--- src/rtl/mac_pkg.sv ---
// Shared types and constants for the weight-stationary MAC array sequencer.
// State encoding, instruction bit positions and default array geometry.
package mac_pkg;

  typedef enum logic [2:0] {
    IDLE,
    W_LOAD,
    W_SETTLE,
    EXEC,
    FLUSH,
    NEXT,
    DONE
  } state_t;

  localparam int INST_LOAD = 0;
  localparam int INST_EXEC = 1;

  localparam logic [1:0] INST_NONE = 2'b00;
  localparam logic [1:0] INST_LD   = 2'(1 << INST_LOAD);
  localparam logic [1:0] INST_EX   = 2'(1 << INST_EXEC);

  localparam int ROW_DEF     = 8;
  localparam int COL_DEF     = 8;
  localparam int LEN_KIJ_DEF = 9;
  localparam int LEN_NIJ_DEF = 36;
  localparam int ADDR_BW_DEF = 11;

  // Width needed to hold 0..n-1, never narrower than one bit.
  function automatic int cnt_w(input int n);
    return (n > 1) ? $clog2(n) : 1;
  endfunction

endpackage

--- src/rtl/phase_cnt.sv ---
// Loadable down-counter timing one sequencer phase; tc marks the phase's last cycle.
module phase_cnt #(
  parameter int W = 4
) (
  input  logic         clk,
  input  logic         reset,
  input  logic         load,
  input  logic [W-1:0] load_val,
  input  logic         hold,
  output logic         tc
);

  logic [W-1:0] cnt;

  // NOTE: sequential state uses non-blocking assignments so every register
  // samples pre-edge values regardless of block ordering.
  always_ff @(posedge clk or posedge reset) begin
    if (reset) begin
      cnt <= '0;
    end else if (load) begin
      cnt <= load_val;
    end else if (!hold && cnt != '0) begin
      cnt <= cnt - 1'b1;
    end
  end

  assign tc = (cnt == '0);

endmodule

--- src/rtl/mac_array_ctrl.sv ---
// Run sequencer for the MAC array: per kernel position load weights, settle,
// stream activations (stallable by the output FIFO), flush, then advance.
module mac_array_ctrl
  import mac_pkg::*;
#(
  parameter int row     = ROW_DEF,
  parameter int col     = COL_DEF,
  parameter int len_kij = LEN_KIJ_DEF,
  parameter int len_nij = LEN_NIJ_DEF,
  parameter int addr_bw = ADDR_BW_DEF,
  localparam int kij_w  = cnt_w(len_kij)
) (
  input  logic               clk,
  input  logic               reset,
  input  logic               start,
  input  logic               ofifo_full,
  output logic               inst_w,
  output logic               inst_e,
  output logic               l0_rd,
  output logic [addr_bw-1:0] w_addr,
  output logic [addr_bw-1:0] a_addr,
  output logic [kij_w-1:0]   kij,
  output logic               busy,
  output logic               done
);

  localparam int FLUSH_LEN = row + col - 1;
  localparam int PH_MAX0   = (row > col) ? row : col;
  localparam int PH_MAX1   = (PH_MAX0 > len_nij) ? PH_MAX0 : len_nij;
  localparam int PH_MAX    = (PH_MAX1 > FLUSH_LEN) ? PH_MAX1 : FLUSH_LEN;
  localparam int PH_W      = cnt_w(PH_MAX);

  if (len_kij * row > (1 << addr_bw)) begin : g_bad_params
    $error("mac_array_ctrl: len_kij*row exceeds the L0 weight address space");
  end

  state_t            state;
  logic [1:0]        inst;
  logic              ph_load;
  logic [PH_W-1:0]   ph_val;
  logic              ph_hold;
  logic              ph_tc;
  logic [31:0]       next_base;
  logic              last_kij;
  logic              exec_now;

  assign inst_w   = inst[INST_LOAD];
  assign inst_e   = inst[INST_EXEC];
  assign exec_now = inst[INST_EXEC];
  assign last_kij = (kij == kij_w'(len_kij - 1));

  always_comb next_base = (32'(kij) + 32'd1) * 32'(row);

  // The counter is loaded with (phase length - 1) on the edge entering a
  // phase; in EXEC it only advances after productive (non-stalled) cycles.
  // NOTE: every signal driven here gets a default first, so no path can
  // leave a value unassigned and infer a latch.
  always_comb begin
    ph_load = 1'b0;
    ph_val  = '0;
    ph_hold = 1'b0;
    case (state)
      IDLE: begin
        if (start) begin
          ph_load = 1'b1;
          ph_val  = PH_W'(row - 1);
        end
      end
      W_LOAD: begin
        if (ph_tc) begin
          ph_load = 1'b1;
          ph_val  = PH_W'(col - 1);
        end
      end
      W_SETTLE: begin
        if (ph_tc) begin
          ph_load = 1'b1;
          ph_val  = PH_W'(len_nij - 1);
        end
      end
      EXEC: begin
        if (exec_now && ph_tc) begin
          ph_load = 1'b1;
          ph_val  = PH_W'(FLUSH_LEN - 1);
        end else begin
          ph_hold = !exec_now;
        end
      end
      NEXT: begin
        if (!last_kij) begin
          ph_load = 1'b1;
          ph_val  = PH_W'(row - 1);
        end
      end
      default: ;
    endcase
  end

  phase_cnt #(.W(PH_W)) u_phase_cnt (
    .clk      (clk),
    .reset    (reset),
    .load     (ph_load),
    .load_val (ph_val),
    .hold     (ph_hold),
    .tc       (ph_tc)
  );

  always_ff @(posedge clk or posedge reset) begin
    if (reset) begin
      state  <= IDLE;
      inst   <= INST_NONE;
      l0_rd  <= 1'b0;
      w_addr <= '0;
      a_addr <= '0;
      kij    <= '0;
      busy   <= 1'b0;
      done   <= 1'b0;
    end else begin
      done <= 1'b0;
      case (state)
        IDLE: begin
          if (start) begin
            state  <= W_LOAD;
            kij    <= '0;
            busy   <= 1'b1;
            inst   <= INST_LD;
            l0_rd  <= 1'b1;
            w_addr <= '0;
          end
        end
        W_LOAD: begin
          if (ph_tc) begin
            state <= W_SETTLE;
            inst  <= INST_NONE;
            l0_rd <= 1'b0;
          end else begin
            w_addr <= w_addr + 1'b1;
          end
        end
        W_SETTLE: begin
          if (ph_tc) begin
            state  <= EXEC;
            inst   <= INST_EX;
            l0_rd  <= 1'b1;
            a_addr <= '0;
          end
        end
        EXEC: begin
          // A stalled cycle keeps showing the last issued address; the next
          // productive cycle issues the following one.
          if (exec_now && ph_tc) begin
            state <= FLUSH;
            inst  <= INST_NONE;
            l0_rd <= 1'b0;
          end else if (ofifo_full) begin
            inst  <= INST_NONE;
            l0_rd <= 1'b0;
          end else begin
            inst   <= INST_EX;
            l0_rd  <= 1'b1;
            a_addr <= a_addr + 1'b1;
          end
        end
        FLUSH: begin
          if (ph_tc) begin
            state <= NEXT;
          end
        end
        NEXT: begin
          if (last_kij) begin
            state <= DONE;
            busy  <= 1'b0;
            done  <= 1'b1;
          end else begin
            state  <= W_LOAD;
            kij    <= kij + 1'b1;
            inst   <= INST_LD;
            l0_rd  <= 1'b1;
            w_addr <= next_base[addr_bw-1:0];
          end
        end
        DONE: begin
          state <= IDLE;
        end
        default: begin
          state <= IDLE;
        end
      endcase
    end
  end

endmodule
--- config.mk ---
export PLATFORM = sky130hd
export DESIGN_NAME = mac_array_ctrl
export DESIGN_NICKNAME = d
export VERILOG_FILES = /design/src/rtl/mac_pkg.sv /design/src/rtl/phase_cnt.sv /design/src/rtl/mac_array_ctrl.sv
export SDC_FILE = /design/constraint.sdc
export NUM_CORES = 1
export LEC_CHECK = 0
export CORE_MARGIN = 10
export CORE_UTILIZATION = 55
export DETAILED_ROUTE_END_ITERATION = 16
export PLACE_DENSITY_LB_ADDON = 0.12
export SETUP_SLACK_MARGIN = 0.02
export SLEW_MARGIN = 20
export SYNTH_ARGS = -nofsm -noshare
export SYNTH_HDL_FRONTEND = slang
export SYNTH_HIERARCHICAL = 1
export SYNTH_SLANG_ARGS = --single-unit
--- constraint.sdc ---
create_clock -name clk -period 3.3 [get_ports clk]
set_clock_uncertainty 0.15 [all_clocks]
set_input_delay 0.825 -clock clk [delete_from_list [all_inputs] [get_ports clk]]
set_output_delay 0.825 -clock clk [all_outputs]
set_load 0.05 [all_outputs]
# Word-level counts from Yosys, hierarchy flattened
# Cells that the tools add are included.
totals:
  regBits: 40
  input_bits: 4
  output_inout_bits: 31
  wordCells: 100
classes:
  add_sub_neg: 5
  n_eq_ne: 16
  mux: 51
  n_reduce_logical: 19
ops:
  columns: ["op", "n"]
  rows:
  - ["two-way mux 11 bit", 6]
  - ["case mux 11 bit (3 select lines)", 1]
  - ["case mux 6 bit (5 select lines)", 1]
  - ["two-way mux 3 bit", 9]
  - ["adder 11 x 1 -> 11 bit (second input constant)", 2]
  - ["case mux 11 bit (2 select lines)", 1]
  - ["inequality test 2 bit (second input constant)", 10]
  - ["two-way mux 6 bit", 3]
  - ["case mux 3 bit (6 select lines)", 1]
  - ["two-way mux 1 bit", 15]
  - ["two-way mux 2 bit", 6]
  - ["two-way mux 4 bit", 3]
  - ["case mux 2 bit (5 select lines)", 1]
  - ["AND reduction 5 bit", 2]
  - ["case mux 4 bit (2 select lines)", 1]
  - ["AND reduction 4 bit", 2]
  - ["== test 3 x 2 -> 1 bit (second input constant)", 2]
  - ["== test 3 bit (second input constant)", 2]
  - ["logical NOT 6 bit", 1]
  - ["AND reduction 3 bit", 2]
  - ["nonzero test 2 bit", 3]
  - ["nonzero test 6 bit", 1]
  - ["subtractor 6 x 1 -> 6 bit (second input constant)", 1]
  - ["adder 4 x 1 -> 5 bit (second input constant)", 1]
  - ["other kinds (12)", 14]

# Longest topological paths before layout
# Gate-level depths: netlist of the first run.
logic_depth:
  word_depth: 8
  depth_mapped: 13
  depth_no_buf: 10

# Modules after synthesis
# Netlist of the first run, hierarchy kept.
by_module_without_submodules:
  columns: ["module", "n_inst", "cells_per_inst", "area_each_um2", "seq_area_each_um2"]
  rows:
  - ["mac_array_ctrl", 1, 225, 2037.0, 850.8]
  - ["phase_cnt", 1, 46, 417.9, 150.1]

# Worst setup path after synthesis of the first run
# Ideal clock, no wire load.
synth_path:
  path_kind: "register -> register"
  startpoint: "register u_phase_cnt.cnt[0]"
  endpoint: "register u_phase_cnt.cnt[0]"
  setup_ps: 137
  arrival_time_ps: 2622
  required_time_ps: 3013
  slack_ps: 391
  path_stages_with_launch: 13
  n_path_buf: 3
  synth_period_minus_slack_ps: 2909
  path_cell_list: "dfrtp_1 inv_1 ha_1 nor2b_1 and2_1 buf_4 nor4b_2 a211oi_2 buf_2 a22oi_1 dlygate4sd1_1 a2111oi_0 nor3_1"
synth_via:
  elab_cells_between_ends: 17
  cone_classes: "add/sub (1); mux (10); reduce/logical (6)"
synth_rtl:
  columns: ["element", "line", "source"]
  rows:
  - ["start, declared", "phase_cnt.sv:13", "logic [W-1:0] cnt;"]
  - ["start signal, assigned", "phase_cnt.sv:21", "cnt <= load_val;"]
  - ["start signal, assigned", "phase_cnt.sv:23", "cnt <= cnt - 1'b1;"]
  - ["logical NOT 6 bit *", "phase_cnt.sv:27", "assign tc = (cnt == '0);"]
  - ["net ph_tc", "mac_array_ctrl.sv:42", "logic ph_tc;"]
  - ["logical AND 1 bit", "mac_array_ctrl.sv:82", "if (exec_now && ph_tc) begin"]
  - ["two-way mux 1 bit", "mac_array_ctrl.sv:82", null]
  - ["case mux 1 bit (4 select lines) *", "mac_array_ctrl.sv:62", "case (state)"]
  - ["net ph_load", "mac_array_ctrl.sv:39", "logic ph_load;"]
  - ["two-way mux 6 bit or nonzero test 2 bit (tied branches)", null, null]
# The timed path passes the listed nets; every way through them passes the cells marked *. The select of a mux whose other input is x is not followed.
# A chain may end at the register's enable or synchronous reset.

# Final worst setup path of the first run
# Ends and elaborated chain as after synthesis.

==> reports/metrics.cfg, run 1 <==
[layout]
layout_common_cells = dfrtp_1, clkdlybuf4s50_1, o21ai_0
fin_nets = 317
area_growth_syn_to_layout_pct = 19.8
drive_gt1_frac = 0.104
diodes = 0
final_common_cell = dfrtp_1

[global_route]
grt_pass1_wl_mm = 10.3
grt_max_degree = 35
grt_overflow_total = 0
grt_pass1_vias = 2143
track_usage = 0.165
antenna_found_initial = 0

[pwr]
power_mw = 2.73
power.density_nw_per_um2 = 929
peakVddDrop_uv = 570
p_leak_nw = 1.22

[timing]
drv_slew = 0
rsz0062_at_grt = no
setup_viol = 0
finalSetupTns_ns = 0
hold_viol = 0
max-slew-margin-rel = 0.618
period_share = 0.918
worst_slew_pin_slew_ns = 0.573
clock.fmax_ghz = 0.330
post-route-min-period_ns = 3.03

[drt]
drc = 0
drt_iter0_drc = 118
m1WireLength_mm = 2.73
vias = 2224
route.met2.wl_mm = 2.72
dr.pass1.iters = 5
top_layer = met4
wl_mm = 5.89
via_per_inst = 6.18
routed-wl-met3_um = 359
ant_nets = 0
wl_per_cell_um = 16.4

[placement]
place.detailed.hpwl_mm = 4.22
routabilityCongestion = 0.839
port_buffers = 34

[floorplan]
num_rows = 24
io_pins = 35
die_h_um = 86.8
core_area_um2 = 4320
die_area_um2 = 7540
fp.dieW_um = 86.8
start_util = 0.568

[logic_synthesis]
netlist_instances = 271
seq_area_frac_synth = 0.408
synth_top_flop_cell = dfrtp_1
netlist.area_leader.share = 0.408
synth-seq-cells = 40
synth-warning-count = 6
synth_top_area_cell = dfrtp_1
synth_area_leaders = dfrtp_1, o21ai_0, o31ai_1
syn_area_per_cell_um2 = 9.06
synth_edf_count = 0
ys_async_sr_fraction = 1.00
syn_nets = 281
syn-cell-area_um2 = 2450
synth.distinct_cells = 65

[cts]
cts_made_buffers = 5
cts_sinks = 40
clkTransAtPathRegs_ns = 0.07
clk_latency_ns = 0.30
cts_root_buf = clkbuf_8
post_cts_buffers = 0
htree_num_levels = 2
clk_path_buf_depth = 2
cts_tree = done

[worst_setup_path]
r2r_start = u_phase_cnt/cnt[0]
path_cells = inv_1, ha_1, nor2b_2, and2_1, nor2b_1, o21ai_0, a22oi_1, buf_4, nor2_1, and3_1, nor3_1
worstSetupPathType = reg2reg
cp-startpoint = u_phase_cnt/cnt[0]
critPathLaunchType = flip-flop
max_stage_delay_ns = 0.41
cpMaxStageDelayCell = dfrtp_1
path_buf_inv = 2
worstPathMaxFanout = 8
endpoint_kind = flip-flop
cp.required_ns = 3.35
crit_family = simple AND/OR/NAND/NOR gates
worstPathArrival_ns = 3.08

[min_path]
hold_class = reg2reg
hp-start = inst[0]

[run_status]
status = finished, final reports clean

[flow_run]
maxCapViolCount = 0

[final cells by class]
cell class | instances | area (µm²)
fillers | 369 | 1380
repair buffers | 43 | 408
inverters | 13 | 48.8
flip-flops and latches | 40 | 1000
multi-input cells | 204 | 1330
well taps | 52 | 65.1
clock buffers | 8 | 90.1
[stage by stage]
stage               utilization  cell area, µm²  worst slack, ns  hold slack, ns  cells
floorplan                     -            2450            0.391           0.409    271
global placement          0.659            2850            0.420           0.330    352
detailed placement        0.659            2850            0.267           0.324    352
CTS                       0.680            2940            0.212           0.348    360
global route              0.680            2940           0.0284           0.353    360
finish                    0.680            2940            0.271           0.345    360
[path summary, 6_finish.rpt]
kind | endpoint | slack, ns | cells past startpoint
max | u_phase_cnt/cnt[0] | 0.27 | 11
min | inst[0] | 0.34 | 1
max reg2reg | u_phase_cnt/cnt[0] | 0.27 | 11
min reg2reg | inst[0] | 0.34 | 1
max in group asynchronous | kij[1] | 1.88 | 3
min in group asynchronous | u_phase_cnt/cnt[3] | 0.62 | 2
[flip-flops by register name (all words and copies together) (netlist names)]
register / count
state: 3
done: 1
u_phase_cnt/cnt: 6
a_addr: 11
busy: 1
kij: 4
l0_rd: 1
w_addr: 11
inst: 2
[where the power goes]
| group | internal, mW | leakage, nW | total (mW) | switching, mW |
|---|---|---|---|---|
| clock network | 0.171 | 0.0455 | 0.339 | 0.169 |
| registers | 0.634 | 0.521 | 0.839 | 0.204 |
| logic | 0.587 | 0.655 | 1.55 | 0.966 |
| total | 1.39 | 1.22 | 2.73 | 1.34 |
[layer usage]
layer  up-vias  track usage
met5         -            0
met4         0       0.0515
met3         9       0.0525
met2        56        0.255
met1      1076        0.214
li1       1083            -
[kinds of logic (layout without fill, tap and decap cells)]
group / after synthesis / count (layout) / synth area share
flops: 40 / 40 / 0.408
buf+inv: 27 / 64 / 0.0520
compound gates: 96 / 96 / 0.268
fa+ha+maj: 6 / 6 / 0.0306
xor+xnor: 3 / 3 / 0.0107
simple gates: 96 / 96 / 0.221
mux: 2 / 2 / 0.00866
other cells: 1 / 1 / 0.00153
[cells in the mapped netlist (all sizes together), types with 6 or more instances]
library cell   n
buf            8
nand2         22
or4            6
nor3           7
ha             6
nor2          11
inv           13
nor2b          8
a21oi         19
nand3         11
o31ai         13
dfrtp         40
o21ai         28
[repair_timing]
action                                  4_1_cts  5_1_grt
endpoints found under the setup margin        0        2
resized for setup                             0        1
hold buffers                                  0        0
(Power assumes the default switching activity.)
==> inputs of run 2 (changes only) <==
- clock period: 3.3 -> 3.4 ns (I/O delays scaled with it)
==> reports/metrics.cfg, run 2 (same netlist as run 1, synthesis figures left out) <==
[global_route]
track_usage = 0.166
grt_overflow_total = 0
grt_pass1_wl_mm = 10.2
antenna_found_initial = 0
grt_max_degree = 35
grt_pass1_vias = 2063

[worst_setup_path]
reg2regPathDepth = 12
critPathLaunchType = flip-flop
r2r-end = u_phase_cnt/cnt[0]
cp.required_ns = 3.46
cpMaxStageDelayCell = dfrtp_1
worstPathArrival_ns = 3.19
worstPathMaxFanout = 11
cp_common_cell = buf_4
crit_path_end = u_phase_cnt/cnt[0]
endpoint_kind = flip-flop
path_cells = inv_1, ha_1, nor2b_2, and2_1, buf_4, nor2b_1, o21ai_0, a22oi_1, buf_4, nor2_1, and3_1, nor3_1
cp-startpoint = u_phase_cnt/cnt[1]
rrSetupSlack_ns = 0.27
max_stage_delay_ns = 0.41
r2r_start = u_phase_cnt/cnt[1]
worstSetupPathType = reg2reg

[layout]
drive_gt1_frac = 0.0984
final_common_cell = dfrtp_1
reg_top3 = a_addr x11, w_addr x11, u_phase_cnt/cnt x6
fin_nets = 315
area_growth_syn_to_layout_pct = 18.7
layout_common_cells = dfrtp_1, clkdlybuf4s50_1, o21ai_0
fill_cells = 378
diodes = 0

[cts]
cts_root_buf = clkbuf_8
htree_num_levels = 2
cts.hold.buffers_added = 0
clkTransAtPathRegs_ns = 0.07
clk_latency_ns = 0.29
ctsResizeCount = 0
cts_made_buffers = 5
clk_path_buf_depth = 2
cts_sinks = 40
post_cts_buffers = 0
cts_tree = done

[pwr]
p_leak_nw = 1.21
combPwrFrac = 0.566
power.density_nw_per_um2 = 895
p_clk_frac = 0.115
p_switching_mw = 1.30
intPower_mw = 1.31
peakVddDrop_uv = 540
p_sw_frac = 0.498
pwr-share-seq = 0.319

[floorplan]
core_area_um2 = 4320
num_rows = 24
start_util = 0.568
io_pins = 35
fp.dieW_um = 86.8
die_h_um = 86.8
die_area_um2 = 7540

[drt]
ant_nets = 0
wl_mm = 5.96
wl_per_cell_um = 16.7
via_per_inst = 6.14
drc = 0
dr.pass1.iters = 4
drt_iter0_drc = 192
vias = 2193

[timing]
drv_slew = 0
clock.fmax_ghz = 0.319
whs_ns = 0.341
period_share = 0.921
worst_slew_pin_slew_ns = 0.609
post-route-min-period_ns = 3.13
hold_viol = 0
max-slew-margin-rel = 0.594
setup_viol = 0
finalSetupTns_ns = 0
rsz0062_at_grt = no

[run_status]
status = finished, final reports clean

[placement]
routabilityCongestion = 0.838
place.detailed.hpwl_mm = 4.31
port_buffers = 34

[min_path]
hp-start = inst[0]
hold_class = reg2reg

[flow_run]
maxCapViolCount = 0

## run 2: worst min path at each step
stage	endpoint	slack, ns	cells after the start
after floorplan	u_phase_cnt/cnt[5]	0.41	2
after global placement	inst[0]	0.32	1
after detailed placement	inst[0]	0.32	1
after CTS	inst[0]	0.35	1
after global routing	inst[0]	0.36	1
final	inst[0]	0.34	1
## run 2: cell type report
class,instances,area [µm²],area share
clock buffer,6,72.6,0.0249
clock inverter,1,5.00,0.00172
inverter,13,48.8,0.0167
multi-input combinational,204,1330,0.456
sequential,40,1000,0.343
tap,52,65.1,0.0223
timing repair buffer,41,393,0.135
## run 2: power by group through the flow
stage	sequential, mW	combinational, mW	clock (mW)
finish	0.833	1.48	0.300
global route	0.867	1.62	0.327
CTS	0.827	1.47	0.308
detailed placement	0.835	1.46	0
global placement	0.835	1.43	0
floorplan	1.06	0.823	0
## run 2: per-stage QoR
stage	instance area, µm²	total power [mW]	std cells	utilization	setup slack, ns
final	2910	2.61	357	0.674	0.269
after global routing	2910	2.81	357	0.674	0.127
after CTS	2910	2.61	357	0.673	0.230
after detailed placement	2830	2.30	350	0.655	0.236
after global placement	2830	2.27	350	0.655	0.482
after floorplan	2450	1.88	271	-	0.491
## run 2: worst max-delay path: cells and delay by family, from the launching register on
family | cells | cell delay [ns]
adder cells (fa/ha/maj) | 1 | 0.19
AND/OR/NAND/NOR | 6 | 1.30
flip-flops | 1 | 0.41
buffers and inverters | 3 | 0.52
AO/OA/AOI/OAI | 2 | 0.47
## run 2: routing by layer
layer / track usage / routed length (µm)
met5: 0 / 0
met4: 0.0530 / 75
met3: 0.0525 / 295
met2: 0.248 / 2750
met1: 0.220 / 2840
==> inputs of run 3 (changes only) <==
- GPL_ROUTABILITY_DRIVEN: not set -> 0
==> results of run 3 <==
Same layout as run 2: the final DEF is identical, and so are final timing and power.
